### src/rtl/pipeline_ctrl.sv
// -----------------------------------------------------------------------------
// pipeline_ctrl
//
// Central stall/flush controller for a six-stage in-order pipeline
// (PC, IF, ID, EX, MEM, WB). Stage requests are prioritised and turned into a
// per-stage hold vector with zero latency. A three-state FSM remembers a flush
// so that a stale ID request from a killed instruction is ignored. A watchdog
// and a statistics counter track the stall behaviour.
//
// Parameters
//   TIMEOUT_LIMIT    consecutive stall cycles that raise o_stall_timeout (1..65535)
//
// Ports
//   i_clk            clock, all state updates on the rising edge
//   i_rst            asynchronous active-high reset
//   i_id_stall_req   ID-stage stall request (e.g. load-use hazard)
//   i_ex_stall_req   EX-stage stall request (e.g. multi-cycle ALU busy)
//   i_mem_stall_req  MEM-stage stall request (e.g. data-memory wait)
//   i_flush_req      flush request (exception / redirect)
//   o_stall[5:0]     per-stage hold vector, bit0 PC .. bit5 WB, 1 = hold
//   o_flush          kill all in-flight pipeline registers this cycle
//   o_stall_cycles   saturating count of cycles with any hold bit set
//   o_stall_timeout  sticky watchdog flag
// -----------------------------------------------------------------------------
module pipeline_ctrl #(
    parameter int unsigned TIMEOUT_LIMIT = 1024
) (
    input  logic        i_clk,
    input  logic        i_rst,
    input  logic        i_id_stall_req,
    input  logic        i_ex_stall_req,
    input  logic        i_mem_stall_req,
    input  logic        i_flush_req,
    output logic [5:0]  o_stall,
    output logic        o_flush,
    output logic [31:0] o_stall_cycles,
    output logic        o_stall_timeout
);

    typedef enum logic [1:0] {
        ST_IDLE    = 2'd0,
        ST_HOLD    = 2'd1,
        ST_FLUSHED = 2'd2
    } state_t;

    // A stalling stage and everything upstream of it hold; the register just
    // downstream of the stalling stage then loads a bubble.
    localparam logic [5:0] STALL_MEM  = 6'b011111;
    localparam logic [5:0] STALL_EX   = 6'b001111;
    localparam logic [5:0] STALL_ID   = 6'b000111;
    localparam logic [5:0] STALL_NONE = 6'b000000;

    localparam logic [15:0] LIMIT = 16'(TIMEOUT_LIMIT);

    state_t      r_state;
    logic [15:0] r_hold_cnt;
    logic [31:0] r_stall_cycles;
    logic        r_stall_timeout;

    logic [5:0]  w_stall;
    logic        w_flush;
    logic        w_id_eff;
    logic        w_stalling;
    logic [15:0] w_hold_inc;

    // After a flush the ID request belongs to a killed instruction.
    assign w_id_eff = i_id_stall_req && (r_state != ST_FLUSHED);

    always_comb begin
        w_stall = STALL_NONE;
        w_flush = 1'b0;
        if (i_rst) begin
            w_stall = STALL_NONE;
            w_flush = 1'b0;
        end else if (i_flush_req) begin
            w_flush = 1'b1;
        end else if (i_mem_stall_req) begin
            w_stall = STALL_MEM;
        end else if (i_ex_stall_req) begin
            w_stall = STALL_EX;
        end else if (w_id_eff) begin
            w_stall = STALL_ID;
        end
    end

    assign w_stalling = (w_stall != STALL_NONE);
    assign w_hold_inc = (r_hold_cnt == 16'hFFFF) ? r_hold_cnt : r_hold_cnt + 16'd1;

    always_ff @(posedge i_clk or posedge i_rst) begin
        if (i_rst) begin
            r_state         <= ST_IDLE;
            r_hold_cnt      <= 16'd0;
            r_stall_cycles  <= 32'd0;
            r_stall_timeout <= 1'b0;
        end else begin
            // State transitions
            if (i_flush_req) begin
                r_state <= ST_FLUSHED;
            end else begin
                case (r_state)
                    ST_FLUSHED: r_state <= (i_mem_stall_req || i_ex_stall_req) ? ST_HOLD : ST_IDLE;
                    ST_IDLE,
                    ST_HOLD:    r_state <= w_stalling ? ST_HOLD : ST_IDLE;
                    default:    r_state <= ST_IDLE;
                endcase
            end

            // Consecutive-stall counter; a switch between request types keeps
            // counting because the hold vector stays nonzero.
            if (w_stalling) begin
                r_hold_cnt <= w_hold_inc;
            end else begin
                r_hold_cnt <= 16'd0;
            end

            // Watchdog flag is raised on the edge where the counter becomes
            // LIMIT and is held until reset.
            if (w_stalling && (w_hold_inc == LIMIT)) begin
                r_stall_timeout <= 1'b1;
            end

            if (w_stalling && (r_stall_cycles != 32'hFFFF_FFFF)) begin
                r_stall_cycles <= r_stall_cycles + 32'd1;
            end
        end
    end

    assign o_stall         = w_stall;
    assign o_flush         = w_flush;
    assign o_stall_cycles  = r_stall_cycles;
    assign o_stall_timeout = r_stall_timeout;

endmodule
### config.mk
export PLATFORM = sky130hd
export DESIGN_NAME = pipeline_ctrl
export DESIGN_NICKNAME = d
export VERILOG_FILES = /design/src/rtl/pipeline_ctrl.sv
export SDC_FILE = /design/constraint.sdc
export NUM_CORES = 1
export LEC_CHECK = 0
export ABC_AREA = 1
export CAP_MARGIN = 10
export CELL_PAD_IN_SITES_DETAIL_PLACEMENT = 1
export CELL_PAD_IN_SITES_GLOBAL_PLACEMENT = 2
export CORE_MARGIN = 5
export CORE_UTILIZATION = 33
export CTS_BUF_LIST = sky130_fd_sc_hd__clkbuf_16
export CTS_CLUSTER_DIAMETER = 40
export DETAILED_ROUTE_END_ITERATION = 8
export PLACE_DENSITY_LB_ADDON = 0.1
export SLEW_MARGIN = 0
export SYNTH_ARGS = -nofsm -noshare
export SYNTH_HDL_FRONTEND = slang
export SYNTH_SLANG_ARGS = --single-unit
### constraint.sdc
create_clock -name i_clk -period 5.1 [get_ports i_clk]
set_input_delay 1.02 -clock i_clk [delete_from_list [all_inputs] [get_ports i_clk]]
set_output_delay 1.02 -clock i_clk [all_outputs]
set_load 0.02 [all_outputs]
### After elaboration in Yosys (flattened, before gate mapping)

Cells that the tools add are included.
Widths: inputs -> output; s select.

* register bits after elaboration: 51
* output and inout bits: 40

* add/subtract/negate cells: 2
* eq/ne operators: 6
* multiplexer cells: 13
* reductions and logical operators: 7

Operator list (count)
* $add 32x1->32 const B: 1
* $mux 16: 2
* $ne 32x32->1 const B: 1
* $add 16x1->16 const B: 1
* $eq 16x11->1 const B: 1
* $eq 16x16->1 const B: 1
* $mux 5: 3
* $reduce_bool 6->1: 1
* $mux 1: 4
* $mux 4: 1
* $logic_and 1x1->1: 3
* $mux 3: 1
* $eq 2x1->1 const B: 1
* $eq 2x2->1 const B: 1
* $logic_not 2->1: 1
* $mux 2: 1
* $ne 2x2->1 const B: 1
* $pmux 1 s2: 1
* $reduce_or 2->1: 1
* $logic_or 1x1->1: 1

### Longest topological paths before layout

* depth in word-level cells: 11
* mapped depth: 11
* depth with buffers taken out: 11

### Worst setup path before layout

Ideal clock, no wire load.

* path kind: input-to-output
* start point: input port i_rst
* end point: output port o_stall[1]
* arrival time: 3.010 ns
* required time: 4.080 ns
* setup slack: 1.070 ns
* stages on the path: 4
* path buffers: 1
* cell sequence: inv_1 nand2_1 a21oi_2 buf_4

* word-level cells in the longest chain between the ends: 1

RTL lines
* start: declaration: RTL line 29 `input logic i_rst,`
* $mux 5: RTL line 72 `if (i_rst) begin`
* end: declaration: RTL line 34 `output logic [5:0] o_stall,`

No other way between the ends.

### Worst setup path in the final report

* start point: input port i_flush_req
* end point: output port o_stall[0]

* word-level cells in the longest chain between the ends: 2

RTL lines
* start: declaration: RTL line 33 `input logic i_flush_req,`
* $mux 5: RTL line 75 `end else if (i_flush_req) begin`
* $mux 5: RTL line 72

No other way between the ends.

==> metrics <==
status=complete, no violations; largest net degree at the start of global routing=52; # port buffers=44; Rel. slew slack=51.1%; number of global-route vias before repair=3179; Clk Latency, worst-skew pair=0.29 ns; DR WL/cell=14.9 um; reg2reg start=r_state[1]; setup_tns=0 ns; Fin Clk Skew=0.00383 ns; DRT Wirelength=9090 um; Net Count, Synth=447; Endpoint, Worst Hold=o_stall_timeout; placer congestion estimate=0.786; Fin Hold WS=0.482 ns; HPWL after detailed placement=7050 um; Final min period=3.76 ns; simple-gate share of the synthesized area=37.1%; Critical Path Start Type=input port; initial antenna violation count=0; Global Route Usage Sum=16.6%; fillers=1195; layout cells sized above 1=4.15%; Syn Area/Cell=7.12 um2; global-route wire length before repair=15500 um; die height=107 um; most numerous cell in the Yosys netlist=nand2_1; Antenna diodes=0; hold depth=2; synthesis warning total=0; placed cells=603; worst stage delay on the critical path=0.70 ns; Worst-Margin Slew=0.732 ns; clock tree buffer depth=2; endpoints failing setup=0; Final Hold Viols=0; Leak Pwr=1.67 nW; WS Path Type=input port to output port; Via-to-Cell Ratio=4.76; post-synthesis cell area=3130 um2; die width=107 um; data arrival time of the critical path=2.74 ns; Post-CTS Setup Bufs=0; area leader, netlist=dfrtp_1; PD cells=257 nW/um2; Core ar.=9240 um2; Worst setup EP type=output port; DRT iter0 DRCs=65; crit path cell chain=clkdlybuf4s50_1 -> inv_1 -> nand2_1 -> a21oi_2 -> clkdlybuf4s50_1; post-route ant nets=0; FMAX=266 MHz; Cell variety after synth=31; CTS Buf Count=5; gr ovfl total=0; fin crit share=73.7%; compound-cell area share of the yosys netlist=4.16%; RSZ-0062 raised after global routing=false; FF+latch count, synth=51; predominant post-synthesis flop cell=dfrtp_1; Async SR Flop Fraction=100%; type of the worst min-delay path=register to register; CP required=4.08 ns; worst path buffer plus inverter count=3; Worst R2R End=o_stall_cycles[17]; Ports=46; Post-synth top cells=nand2_1, nor2_1, inv_1, dfrtp_1, nand3_1; hold_buf cts=0; crit path max fanout=10; Final Non-Filler Cells=611; r2r setup slk=2.55 ns; most frequent CP cell=clkdlybuf4s50_1; Resize count post-CTS=0; Remaining DRCs=0; CTS tree=yes; Initial DRT Pass Iterations=4; MaxCap Viol Count=0; Slowest-stage cell, CP=clkdlybuf4s50_1; multiplexer area fraction after synthesis=0%; Post-Syn Instances=439; largest family of logic cells by synthesized area=simple AND/OR/NAND/NOR gates; maximum VDD drop=176 uV; Initial Util=33.8%; Die Area=11500 um2; via count=2906; min-delay src=o_stall_timeout; Post-Synth XOR/XNOR Area=8.12%; FP Rows=35; Slew Limit Fails=0; EDFF count, synth=0; Top Family by Delay on Critical Path=buffers and inverters; Seq/Total Area, Yosys=40.8%; share of the synthesized area in the top cell type=40.8%; clock slew at reported path FFs=0.07 ns; Post-Synth Adder-Cell Area=0.800%; Area Growth Syn to Fin=21.8%; CTS H-Tree Depth=2; Final Net Count=489; clk root buf=clkbuf_16; clk sinks=51; top cells by area, synth=dfrtp_1, nand2_1, nor2_1; worst reg2reg path depth=8
==> cells in the final DEF, fill, tap and decap left out, drive strengths merged, types with 2 or more instances in the layout <==
| master | instances |
|---|---|
| a21oi | 6 |
| a31oi | 4 |
| clkbuf | 5 |
| clkdlybuf4s50 | 44 |
| clkinv | 2 |
| dfrtp | 51 |
| ha | 2 |
| inv | 56 |
| nand2 | 133 |
| nand3 | 35 |
| nand3b | 3 |
| nand4 | 18 |
| nor2 | 60 |
| nor3 | 12 |
| o21ai | 13 |
| xnor2 | 16 |
| xor2 | 13 |
==> worst max path at each step <==
stage,from,end,slack (ns),cells after the start
after floorplan,i_rst,o_stall[1],1.07,4
after CTS,i_flush_req,o_stall[0],1.33,5
final,i_flush_req,o_stall[0],1.34,5
after detailed placement,i_flush_req,o_stall[0],1.33,5
after global placement,i_flush_req,o_stall[0],1.37,5
after global routing,i_flush_req,o_stall[0],1.24,5
==> tightest hold or removal path: cells and delay by family (launching register included) <==
kind | cells | cell delay, ns
DFF | 1 | 0.35
AOI/OAI and AO/OA | 1 | 0.06
buffers and inverters | 1 | 0.04
==> cell families (layout without fill, tap and decap cells) <==
family                     Yosys count  count (layout)
other                                1               1
xor gates and xnor gates            29              29
adders and majority gates            2               2
AOI/OAI and AO/OA                   24              24
buffers and inverters               66             109
DFF                                 51              51
and+or+nand+nor                    266             266
==> stage by stage <==
| stage | area [um2] | util (%) | total power, mW | setup WS [ns] |
|---|---|---|---|---|
| after floorplan | 3130 | - | 0.578 | 1.07 |
| after global placement | 3670 | 39.7 | 0.661 | 1.37 |
| after detailed placement | 3670 | 39.7 | 0.662 | 1.33 |
| after CTS | 3810 | 41.2 | 0.997 | 1.33 |
| after global routing | 3810 | 41.2 | 1.03 | 1.24 |
| final | 3810 | 41.2 | 0.980 | 1.34 |
==> layer usage <==
| metal | GRT usage [%] | share of wire [%] |
|---|---|---|
| met5 | 0 | 0 |
| met1 | 19.1 | 43 |
| met3 | 2.22 | 1.2 |
| met4 | 3.70 | 1.2 |
| met2 | 32.2 | 54 |
==> final cells by class <==
cell class	instances	area [um2]	share of cell area [%]
inverter	56	210	5.52
clock buffer	5	125	3.29
multi-input combinational	322	1570	41.3
timing repair buffer	45	448	11.8
clock inverter	3	15.0	0.394
tap	129	161	4.24
sequential	51	1280	33.5
==> flip-flops by register name (all words and copies together) (netlist names) <==
signal and cells:
o_stall_timeout 1, r_hold_cnt 16, o_stall_cycles 32, r_state 2
==> where the power goes <==
group,switching [mW],leakage (nW),internal (mW),total (mW)
clock,0.150,0.0649,0.179,0.329
combinational,0.107,0.941,0.0794,0.187
sequential,0.0332,0.665,0.431,0.465
Power figures use the tool's default switching activity.
